`config.mk`:
```
export PLATFORM = sky130hd
export DESIGN_NAME = ercy_record_formatter
export DESIGN_NICKNAME = d
export VERILOG_FILES = /design/src/rtl/ercy_record_formatter.sv
export SDC_FILE = /design/constraint.sdc
export NUM_CORES = 1
export LEC_CHECK = 0
export CORE_MARGIN = 8
export CORE_UTILIZATION = 57
export CTS_CLUSTER_DIAMETER = 40
export DETAILED_ROUTE_END_ITERATION = 16
export PLACE_DENSITY = 0.93
export SYNTH_ARGS = -nofsm -noshare
export SYNTH_HDL_FRONTEND = slang
export SYNTH_SLANG_ARGS = --single-unit
```
`constraint.sdc`:
```
create_clock -name fclk -period 5.9 [get_ports fclk]
set_clock_uncertainty 0.15 [all_clocks]
set_input_delay 0.885 -clock fclk [delete_from_list [all_inputs] [get_ports fclk]]
set_output_delay 0.885 -clock fclk [all_outputs]
set_load 0.005 [all_outputs]
```
`src/rtl/ercy_record_formatter.sv`:
```
// ERCY record formatter: drains compare-stage error FIFO records and emits each one
// as a 16-byte ASCII line. Optional sector padding is enabled by ERCY_SECTOR_PAD_EN.
module ercy_record_formatter (
    input  logic        fclk,
    input  logic        ureset,
    input  logic        outempty,
    input  logic        cmpdone,
    input  logic [31:0] VECTOROUT,
    input  logic [7:0]  SGNLNMNUM,
    input  logic        WSSGNLOUT,
    input  logic        GSSGNLOUT,
    input  logic        byte_ready,
    output logic        errrd,
    output logic [7:0]  byte_out,
    output logic        byte_valid,
    output logic [15:0] rec_count,
    output logic        ercy_done
);

`ifdef ERCY_SECTOR_PAD_EN
    typedef enum logic [2:0] {IDLE, RDREQ, LATCH, EMIT, PAD, DONE} state_t;
`else
    typedef enum logic [2:0] {IDLE, RDREQ, LATCH, EMIT, DONE} state_t;
`endif

    state_t      r_state;
    logic        r_errrd;
    logic [7:0]  r_byte_out;
    logic        r_byte_valid;
    logic [15:0] r_rec_count;
    logic        r_ercy_done;
    logic [41:0] r_rec;
    logic [3:0]  r_byte_idx;
    logic [8:0]  r_sector;

    logic [41:0] w_fifo_rec;
    logic        w_xfer;

    assign w_fifo_rec = {VECTOROUT, SGNLNMNUM, WSSGNLOUT, GSSGNLOUT};
    assign w_xfer     = r_byte_valid & byte_ready;

    assign errrd      = r_errrd;
    assign byte_out   = r_byte_out;
    assign byte_valid = r_byte_valid;
    assign rec_count  = r_rec_count;
    assign ercy_done  = r_ercy_done;

    function automatic logic [7:0] hex_char(input logic [3:0] n);
        return (n < 4'd10) ? (8'h30 + {4'h0, n}) : (8'h37 + {4'h0, n});
    endfunction

    // Record layout: {vector[31:0], signal[7:0], expected, received}.
    function automatic logic [7:0] rec_byte(input logic [41:0] rec, input logic [3:0] idx);
        logic [31:0] vsh;
        logic [7:0]  ch;
        vsh = rec[41:10] << {idx[2:0], 2'b00};
        ch  = 8'h20;
        if (!idx[3]) begin
            ch = hex_char(vsh[31:28]);
        end else begin
            case (idx[2:0])
                3'd0:    ch = 8'h20;
                3'd1:    ch = hex_char(rec[9:6]);
                3'd2:    ch = hex_char(rec[5:2]);
                3'd3:    ch = 8'h20;
                3'd4:    ch = rec[1] ? 8'h31 : 8'h30;
                3'd5:    ch = rec[0] ? 8'h31 : 8'h30;
                3'd6:    ch = 8'h0D;
                3'd7:    ch = 8'h0A;
                default: ch = 8'h20;
            endcase
        end
        return ch;
    endfunction

    always_ff @(posedge fclk or posedge ureset) begin
        if (ureset) begin
            r_state      <= IDLE;
            r_errrd      <= 1'b0;
            r_byte_out   <= 8'h00;
            r_byte_valid <= 1'b0;
            r_rec_count  <= 16'h0000;
            r_ercy_done  <= 1'b0;
            r_rec        <= '0;
            r_byte_idx   <= 4'd0;
            r_sector     <= 9'd0;
        end else begin
            if (w_xfer) begin
                r_sector <= r_sector + 9'd1;
            end

            case (r_state)
                IDLE: begin
                    // Pending records always win over termination so the FIFOs drain first.
                    if (!outempty) begin
                        r_errrd <= 1'b1;
                        r_state <= RDREQ;
                    end else if (cmpdone) begin
`ifdef ERCY_SECTOR_PAD_EN
                        r_byte_out   <= 8'h20;
                        r_byte_valid <= (r_sector != 9'd0);
                        r_state      <= PAD;
`else
                        r_ercy_done  <= 1'b1;
                        r_state      <= DONE;
`endif
                    end
                end

                RDREQ: begin
                    r_errrd <= 1'b0;
                    r_state <= LATCH;
                end

                LATCH: begin
                    r_rec        <= w_fifo_rec;
                    r_byte_idx   <= 4'd0;
                    r_byte_out   <= rec_byte(w_fifo_rec, 4'd0);
                    r_byte_valid <= 1'b1;
                    r_state      <= EMIT;
                end

                EMIT: begin
                    if (w_xfer) begin
                        r_byte_idx <= r_byte_idx + 4'd1;
                        if (r_byte_idx == 4'd15) begin
                            r_byte_valid <= 1'b0;
                            if (r_rec_count != 16'hFFFF) begin
                                r_rec_count <= r_rec_count + 16'd1;
                            end
                            r_state <= IDLE;
                        end else begin
                            r_byte_out <= rec_byte(r_rec, r_byte_idx + 4'd1);
                        end
                    end
                end

`ifdef ERCY_SECTOR_PAD_EN
                PAD: begin
                    // Entered with byte_valid low when the sector is already aligned.
                    if (!r_byte_valid || (w_xfer && r_sector == 9'd511)) begin
                        r_byte_valid <= 1'b0;
                        r_ercy_done  <= 1'b1;
                        r_state      <= DONE;
                    end
                end
`endif

                DONE: begin
                    r_errrd      <= 1'b0;
                    r_byte_valid <= 1'b0;
                    r_ercy_done  <= 1'b1;
                end

                default: begin
                    r_state <= IDLE;
                end
            endcase
        end
    end

endmodule

```
Word level (Yosys, flattened, before mapping)
Cells that the tools add are included.
{ "op_classes": {"n_reduce_logical": 15, "eq_ne": 20, "n_shift": 1, "magnitude_cmp": 4, "bitwise_logic": 2, "muxes": 26, "addsub": 10} }
{ "ops": {"columns": ["op", "count"], "rows": [
  ["$add A6 B4 Y7 const A", 8],
  ["$pmux W8 S7", 1],
  ["$shl A32 B5 Y32", 1],
  ["$mux W7", 4],
  ["$mux W8", 3],
  ["$add A16 B1 Y16 const B", 1],
  ["$lt A4 B4 Y1 const B", 4],
  ["$ne A16 B16 Y1 const B", 1],
  ["$pmux W8 S2", 1],
  ["$eq A3 B3 Y1 const B", 5],
  ["$pmux W3 S5", 1],
  ["$eq A3 B2 Y1 const B", 4],
  ["$mux W3", 4],
  ["$ne A2 B2 Y1 const B", 6],
  ["$reduce_and A3 Y1", 3],
  ["$pmux W4 S2", 1],
  ["$reduce_and A4 Y1", 2],
  ["$mux W1", 7],
  ["$eq A3 B1 Y1 const B", 2],
  ["$logic_not A3 Y1", 2],
  ["$reduce_bool A2 Y1", 3],
  ["$add A4 B1 Y4 const B", 1],
  ["$eq A4 B4 Y1 const B", 1],
  ["$mux W4", 1],
  ["8 further kinds", 11]
]} }
{ "totals": {"elab_cells": 86, "output_inout_bits": 27, "regBits": 76, "input_bits": 47} }

Longest topological paths before layout
{ "logic_depth": {"depth_word": 8, "depth_mapped": 12, "ltp_nobuf": 9} }

Least setup slack after synthesis
Ideal clock, no wire load.
{ "synth_path": {"path_type": "reg2reg", "startpoint": "register r_byte_idx[0]", "endpoint": "register r_byte_out[4], in the netlist byte_out[4]", "setup_ns": 0.123, "path_buffers": 3, "setup_slack_ns": 3.048, "arrival_ns": 2.579, "stages_incl_launch_ff": 12, "cell_sequence": "dfrtp_1 -> buf_6 -> inv_1 -> ha_1 -> buf_6 -> buf_12 -> mux2i_1 -> mux4_2 -> ha_1 -> o21ai_0 -> a21oi_1 -> o221a_2"} }
{ "synth_via": {"elab_chain_cells": 8, "word_cells_on_any_way": 23, "classes_between": "add/sub: 3; order compare: 1; eq/ne: 9; shift: 1; mux: 6; reduce/logical: 3"} }
{ "synth_rtl": {"columns": ["item", "line_no", "rtl"], "rows": [
  ["start: declaration", "33", "logic [3:0] r_byte_idx;"],
  ["start signal: assignment", "125", "r_byte_idx <= r_byte_idx + 4'd1;"],
  ["$add A4 B1 Y4", "133", "r_byte_out <= rec_byte(r_rec, r_byte_idx + 4'd1);"],
  ["$shl A32 B5 Y32, or another cell as far along", "56", "vsh = rec[41:10] << {idx[2:0], 2'b00};"],
  ["$add A6 B4 Y7, or another cell as far along", "49", "return (n < 4'd10) ? (8'h30 + {4'h0, n}) : (8'h37 + {4'h0, n});"],
  ["$mux W7 or $pmux W8 S7 (tied branches)", "49, 61", null],
  ["$mux W8", "58", "if (!idx[3]) begin"],
  ["$mux W8", "126", "if (r_byte_idx == 4'd15) begin"],
  ["$mux W8", "124", "if (w_xfer) begin"],
  ["$pmux W8 S2", "92", "case (r_state)"],
  ["end signal: assignment", "118", "r_byte_out <= rec_byte(w_fifo_rec, 4'd0);"],
  ["end signal: assignment", "133", null],
  ["end: declaration", "28", "logic [7:0] r_byte_out;"]
]} }
Several ways; a longest one is shown, not always the timed one. The select of a mux whose other input is x is not followed.
A chain may end at the register's enable or synchronous reset.

Final worst setup path
Same ends and word-level chain as after synthesis.

==> metrics.log <==
INFO  metric post-place-ws = 2600 ps
INFO  metric grt_usage = 0.209
INFO  metric post_cts.resized_instances = 0
INFO  metric remaining_drc_errors = 0
INFO  metric post-route-util = 0.724
INFO  metric tightestPinTransition = 819 ps
INFO  metric ys_top_cells_by_count = nand2_1 (135), dfrtp_1 (75), a21oi_1 (25), o21ai_0 (24)
INFO  metric synthesis.yosys.warnings = 0
INFO  metric power.total = about 2.2 mW
INFO  metric antenna_violating_nets_left = 0
INFO  metric post-synth-top-area-cell = dfrtp_1
INFO  metric setup-violations-final = 0
INFO  metric die_h = about 100 µm
INFO  metric netlist-cell-type-count = 55
INFO  metric wl = a little under 10 mm
INFO  metric final_layout_size_suffix_gt1_frac = 0.0634
INFO  metric synthesis.nets = between 400 and 500
INFO  metric dr_total_vias = 3392
INFO  metric slew_headroom = 0.452
INFO  metric syn_inst = roughly 440
INFO  metric finalWeightedCongestion = between 0.9 and 1
INFO  metric worstPathCellList = inv_1, ha_1, mux2i_1, mux4_2, ha_1, o21ai_0, a21oi_1, o221a_2
INFO  metric asyncSetResetFlopFracSynth = 1.00
INFO  metric synth_sequential_area_ratio = 0.472
INFO  metric grt_max_degree = 58
INFO  metric post-dp-hpwl = roughly 7.3 mm
INFO  metric finalHoldWorstSlack = around 330 ps
INFO  metric cts-root-buf = clkbuf_8
INFO  metric cts_hold_repair.buffers = 0
INFO  metric drt-initial-drc-count = roughly 170
INFO  metric clkLatencyLatePin = 360 ps
INFO  metric floorplan.rows = 30
INFO  metric layout.filler_cells = about 500
INFO  metric r2r-end = byte_out[4]
INFO  metric synth_most_common_cell = nand2_1
INFO  metric netlist.area_leader.share = 0.472
INFO  metric netlist_top_cells_area = dfrtp_1 (47%), nand2_1 (13%), xnor2_1 (4.0%)
INFO  metric avgSynthCellArea = 9.08 µm²
INFO  metric synthesis.area = between 3000 and 4000 µm²
INFO  metric setup-tns-final = 0 ps
INFO  metric grt_antenna_before_repair = 0
INFO  metric leakage = about 2.2 nW
INFO  metric worstRegToRegCells = 8
INFO  metric die-width = ~100 µm
INFO  metric run_status = finished clean
INFO  metric dpl.cell_count = a little under 600
INFO  metric critPathLaunchType = register
INFO  metric maxCapViolations = 0
INFO  metric worst-path-buf-inv = 1
INFO  metric hold_viol_final = 0
INFO  metric fin_nets = about 560
INFO  metric register_to_register_path_setup_slack = 2550 ps
INFO  metric min_to = r_rec[10]
INFO  metric die_area = roughly 10000 µm²
INFO  metric finish.instance_area = a little under 5000 µm²
INFO  metric crit_family = adder cells
INFO  metric tritoncts = built
INFO  metric io_pins = 74
INFO  metric final_slew_viol_count = 0
INFO  metric reg2reg_from = r_byte_idx[0]
INFO  metric whs_path_depth = 2
INFO  metric synth-edff-count = 0
INFO  metric numCtsBuffers = 9
INFO  metric dpl-instance-area = between 4000 and 5000 µm²
INFO  metric instances_no_fill = roughly 600
INFO  metric post-cts-setup-buffer-count = 0
INFO  metric timing.fmax = approximately 300 MHz
INFO  metric grt_first_pass_wirelength = 16.5 mm
INFO  metric n_antenna_cell = 0
INFO  metric slowest_stage_delay_on_critical_path = 720 ps
INFO  metric worst_setup_path_end_kind = register
INFO  metric worstHoldStart = r_rec[10]
INFO  metric cts-root-to-sink-buffers = 2
INFO  metric grt_pass1_vias = 3409
INFO  metric cp_slowest_cell = ha_1
INFO  metric area_growth = 23.6%
INFO  metric synth-seq-cells = 75
INFO  metric worstPathRequired = approximately 6000 ps
INFO  metric global_route.overflow_total = 0
INFO  metric finalCriticalPeriod = ~3300 ps
INFO  metric worst-setup-path-type = register to register
INFO  metric rsz0062_at_grt = false
INFO  metric cts.clk_slew.worst_paths = 90 ps
INFO  metric cts_htree_levels = 3
INFO  metric wl_per_cell = 16.3 µm
INFO  metric synth_flop_cell = dfrtp_1
INFO  metric critical_path_arrival = around 3400 ps
INFO  metric path_common_cell = ha_1
INFO  metric place.port_buffers = slightly above 70
INFO  metric final_min_period_over_clock_period = 0.567
INFO  metric worst_hold_path_type = register to register
INFO  metric numClockSinks = 75
INFO  metric pwr_density_cell = 453 nW/µm²
INFO  metric start_util = 0.586
INFO  metric coreArea = ~6800 µm²
INFO  metric final_critical_path_setup_slack = between 2000 and 3000 ps
INFO  metric critical_path_peak_fanout = 13
INFO  metric post_drt_via_cell_ratio = around 5.6
INFO  metric first_pass_iters = 5
INFO  metric vdd_ir_drop_max = about 0.00022 V
where the power goes:
part	switching (mW)	total, mW	internal [mW]
clock	0.207	0.410	0.202
combinational	0.514	0.971	0.457
sequential	0.150	0.846	0.696
total	0.871	2.23	1.36
routing by layer:
layer / vias to the layer above / global-route usage / part of all wire
met4: 0 / 0.0966 / 0.029
met3: 23 / 0.0642 / 0.070
met2: 140 / 0.336 / 0.48
met5: - / 0 / 0
li1: 1617 / - / -
met1: 1612 / 0.252 / 0.42
sequential cells by signal, indices dropped and copies added, names as in the netlist:
signal	flops
r_rec	42
rec_count	16
byte_out	7
r_byte_idx	4
r_state	3
byte_valid	1
ercy_done	1
errrd	1
logic make-up after synthesis:
kind of cell / count (synthesis) / share of synthesized area
flip-flops: 75 / 0.472
other: 1 / 0.000942
adder cells (fa/ha/maj): 10 / 0.0314
multiplexers: 18 / 0.0676
AO/OA/AOI/OAI: 77 / 0.119
AND/OR/NAND/NOR: 199 / 0.217
XOR/XNOR: 22 / 0.0484
buffers and inverters: 36 / 0.0443
final cells by class:
class	count	area, µm²	share of cell area
sequential	75	1880	0.382
timing repair buffer	74	736	0.150
clock buffer	9	124	0.0252
clock inverter	7	83.8	0.0170
multi-input combinational	327	1930	0.392
tap	96	120	0.0244
inverter	13	48.8	0.00992
how the worst max path moves through the flow:
stage | to | startpoint | cells after the start | slack, ps
6_report | byte_out[4] | r_byte_idx[0] | 8 | 2550
3_5_place_dp | byte_out[4] | r_byte_idx[0] | 8 | 2600
5_1_grt | byte_out[4] | r_byte_idx[0] | 8 | 2360
2_1_floorplan | byte_out[0] | ureset | 1 | 2960
4_1_cts | byte_out[4] | r_byte_idx[0] | 8 | 2570
3_3_place_gp | byte_out[4] | r_byte_idx[0] | 8 | 2740
worst register-to-register path: cells and delay by family, from the launching register on:
kind | cells | cell delay (ps)
adders and majority gates | 2 | 980
DFF | 1 | 600
buffers and inverters | 1 | 200
AOI/OAI and AO/OA | 3 | 550
muxes | 2 | 760
cell usage in the layout, fill, tap and decap left out, types with 2 or more instances in the layout:
cell             count
nand2_1            135
dfrtp_1             75
clkdlybuf4s50_1     72
a21oi_1             25
o21ai_0             24
nand3_1             18
xnor2_1             18
nor2_1              14
inv_1               12
mux2i_1             10
ha_1                10
clkbuf_8             9
nand4_1              7
nor3_1               6
xor2_1               4
and2_1               3
and4_1               3
mux4_1               3
mux4_2               3
o21bai_1             3
or2_2                2
and3_1               2
a21oi_2              2
mux2_2               2
a21o_1               2
o211ai_1             2
a221oi_1             2
a31oi_1              2
inv_6                2
clkinv_4             2
buf_4                2
(Power assumes the default switching activity.)
==> RTL edit, RTL diff (config.mk and constraints unchanged) <==
Encoding of `state_t`: now one-hot (5 bits for 5 states).
--- a/src/rtl/ercy_record_formatter.sv
+++ b/src/rtl/ercy_record_formatter.sv
@@ -20,7 +20,7 @@
 `ifdef ERCY_SECTOR_PAD_EN
     typedef enum logic [2:0] {IDLE, RDREQ, LATCH, EMIT, PAD, DONE} state_t;
 `else
-    typedef enum logic [2:0] {IDLE, RDREQ, LATCH, EMIT, DONE} state_t;
+    typedef enum logic [4:0] {IDLE = 5'b00001, RDREQ = 5'b00010, LATCH = 5'b00100, EMIT = 5'b01000, DONE = 5'b10000} state_t;
 `endif
 
     state_t      r_state;
Behaviour: no difference found for any inputs over 10 cycles, from zero or initial values and one cycle with ureset high; not proved beyond that.
==> RTL edit against the original RTL <==
  * Area after synthesis grew 2.7%
  * Worst setup slack lost 0.075 ns
  * Sequential cell count grew 2
  * Non-clock buffer count shrank 1
  * Critical path depth grew 1
  * Power grew 0.45%
  * Core utilization shrank 0.61 points
  * Routed wire length grew 0.93%
  * Design area grew 3.6%
  * Clock power grew 10%
  * Hold slack lost 0.00085 ns
  * Sequential share of layout area shrank 0.31 points
  * Largest cell class unchanged
  * Largest power group is now sequential cells
==> RTL edit: results <==
[route]
wl_per_cell_um = 18.36
wl_met3_um = 572
routed_wl_mm = 9.897
via_count = 3183

[finish]
fillers = 493
fin_nets = 492
drive_gt1_share_pct = 16.59

[power]
power_density_nw_per_um2 = 439.1
switching_share_pct = 34.43
leakage_nw = 2.128
combPwrFrac_pct = 39.1
seq_power_w = 0.000912

[global_route]
grt_max_degree = 75
grt_pass1_vias = 3257
grt_pass1_wl_mm = 16.31
grt_use_total_pct = 20.55

[timing]
relSlewSlack_pct = 22.86

[placement]
place_congestion = 0.9095
placed_cell_area_sq_um = 4870
placed_cells = 523
pre_cts_ws_ns = 2.598
hpwl_mm = 6.963

[synth]
synth_commonest_cells = dfrtp_1, mux2_2, nand2_1
synth_area_leaders = dfrtp_1, mux2_2, ha_1, xnor2_1, nand2_1
syn_nets = 419
yosys.cell_types.count = 62
synthCells = 362

[worst_setup_path]
arrival_ns = 3.52

[outcome]
status = complete, no violations
## RTL edit: layout make-up
cell class / count / area (sq um) / share of cell area [%]
Clock buffer: 10 / 137.6 / 2.702
Sequential cell: 77 / 1928 / 37.85
Timing Repair Buffer: 73 / 728.2 / 14.30
Clock inverter: 6 / 86.33 / 1.695
Inverter: 15 / 56.30 / 1.105
Tap cell: 99 / 123.9 / 2.432
Multi-Input combinational cell: 259 / 2033 / 39.92
## RTL edit: per-layer routing
layer | vias up | track usage [%]
met4 | 0 | 8.721
met3 | 26 | 4.834
met2 | 138 | 33.72
met1 | 1562 | 25.26
met5 | - | 0
li1 | 1457 | -
## RTL edit: worst max-delay path, delay by kind of cell (launching register included)
kind | cells | cell delay [ns]
simple gates | 1 | 0.09
buf+inv | 1 | 0.20
flops | 1 | 0.62
fa+ha+maj | 2 | 0.97
compound gates | 3 | 0.59
mux | 2 | 0.68
## RTL edit: kinds of logic (layout without fill, tap and decap cells)
family                     Yosys count  after routing  synth area share (%)
AOI/OAI and AO/OA                   72             72                 11.14
xor gates and xnor gates            23             23                 5.387
adders and majority gates           10             10                 3.061
buffers and inverters               26            104                 3.153
DFF                                 77             77                 47.17
muxes                               56             56                 17.26
other                                1              1               0.09174
and+or+nand+nor                     97             97                 12.73
## RTL edit: final timing paths
check	from	endpoint	slack, ns	depth (start not counted)
worst min-delay path	ercy_done	ercy_done	0.33	1
max in group asynchronous	ureset	r_byte_idx[1]	3.98	3
worst max register to register	r_byte_idx[0]	byte_out[6]	2.48	9
worst max-delay path	r_byte_idx[0]	byte_out[6]	2.48	9
worst min register to register	ercy_done	ercy_done	0.33	1
min in group asynchronous	ureset	r_state[2]	0.54	2
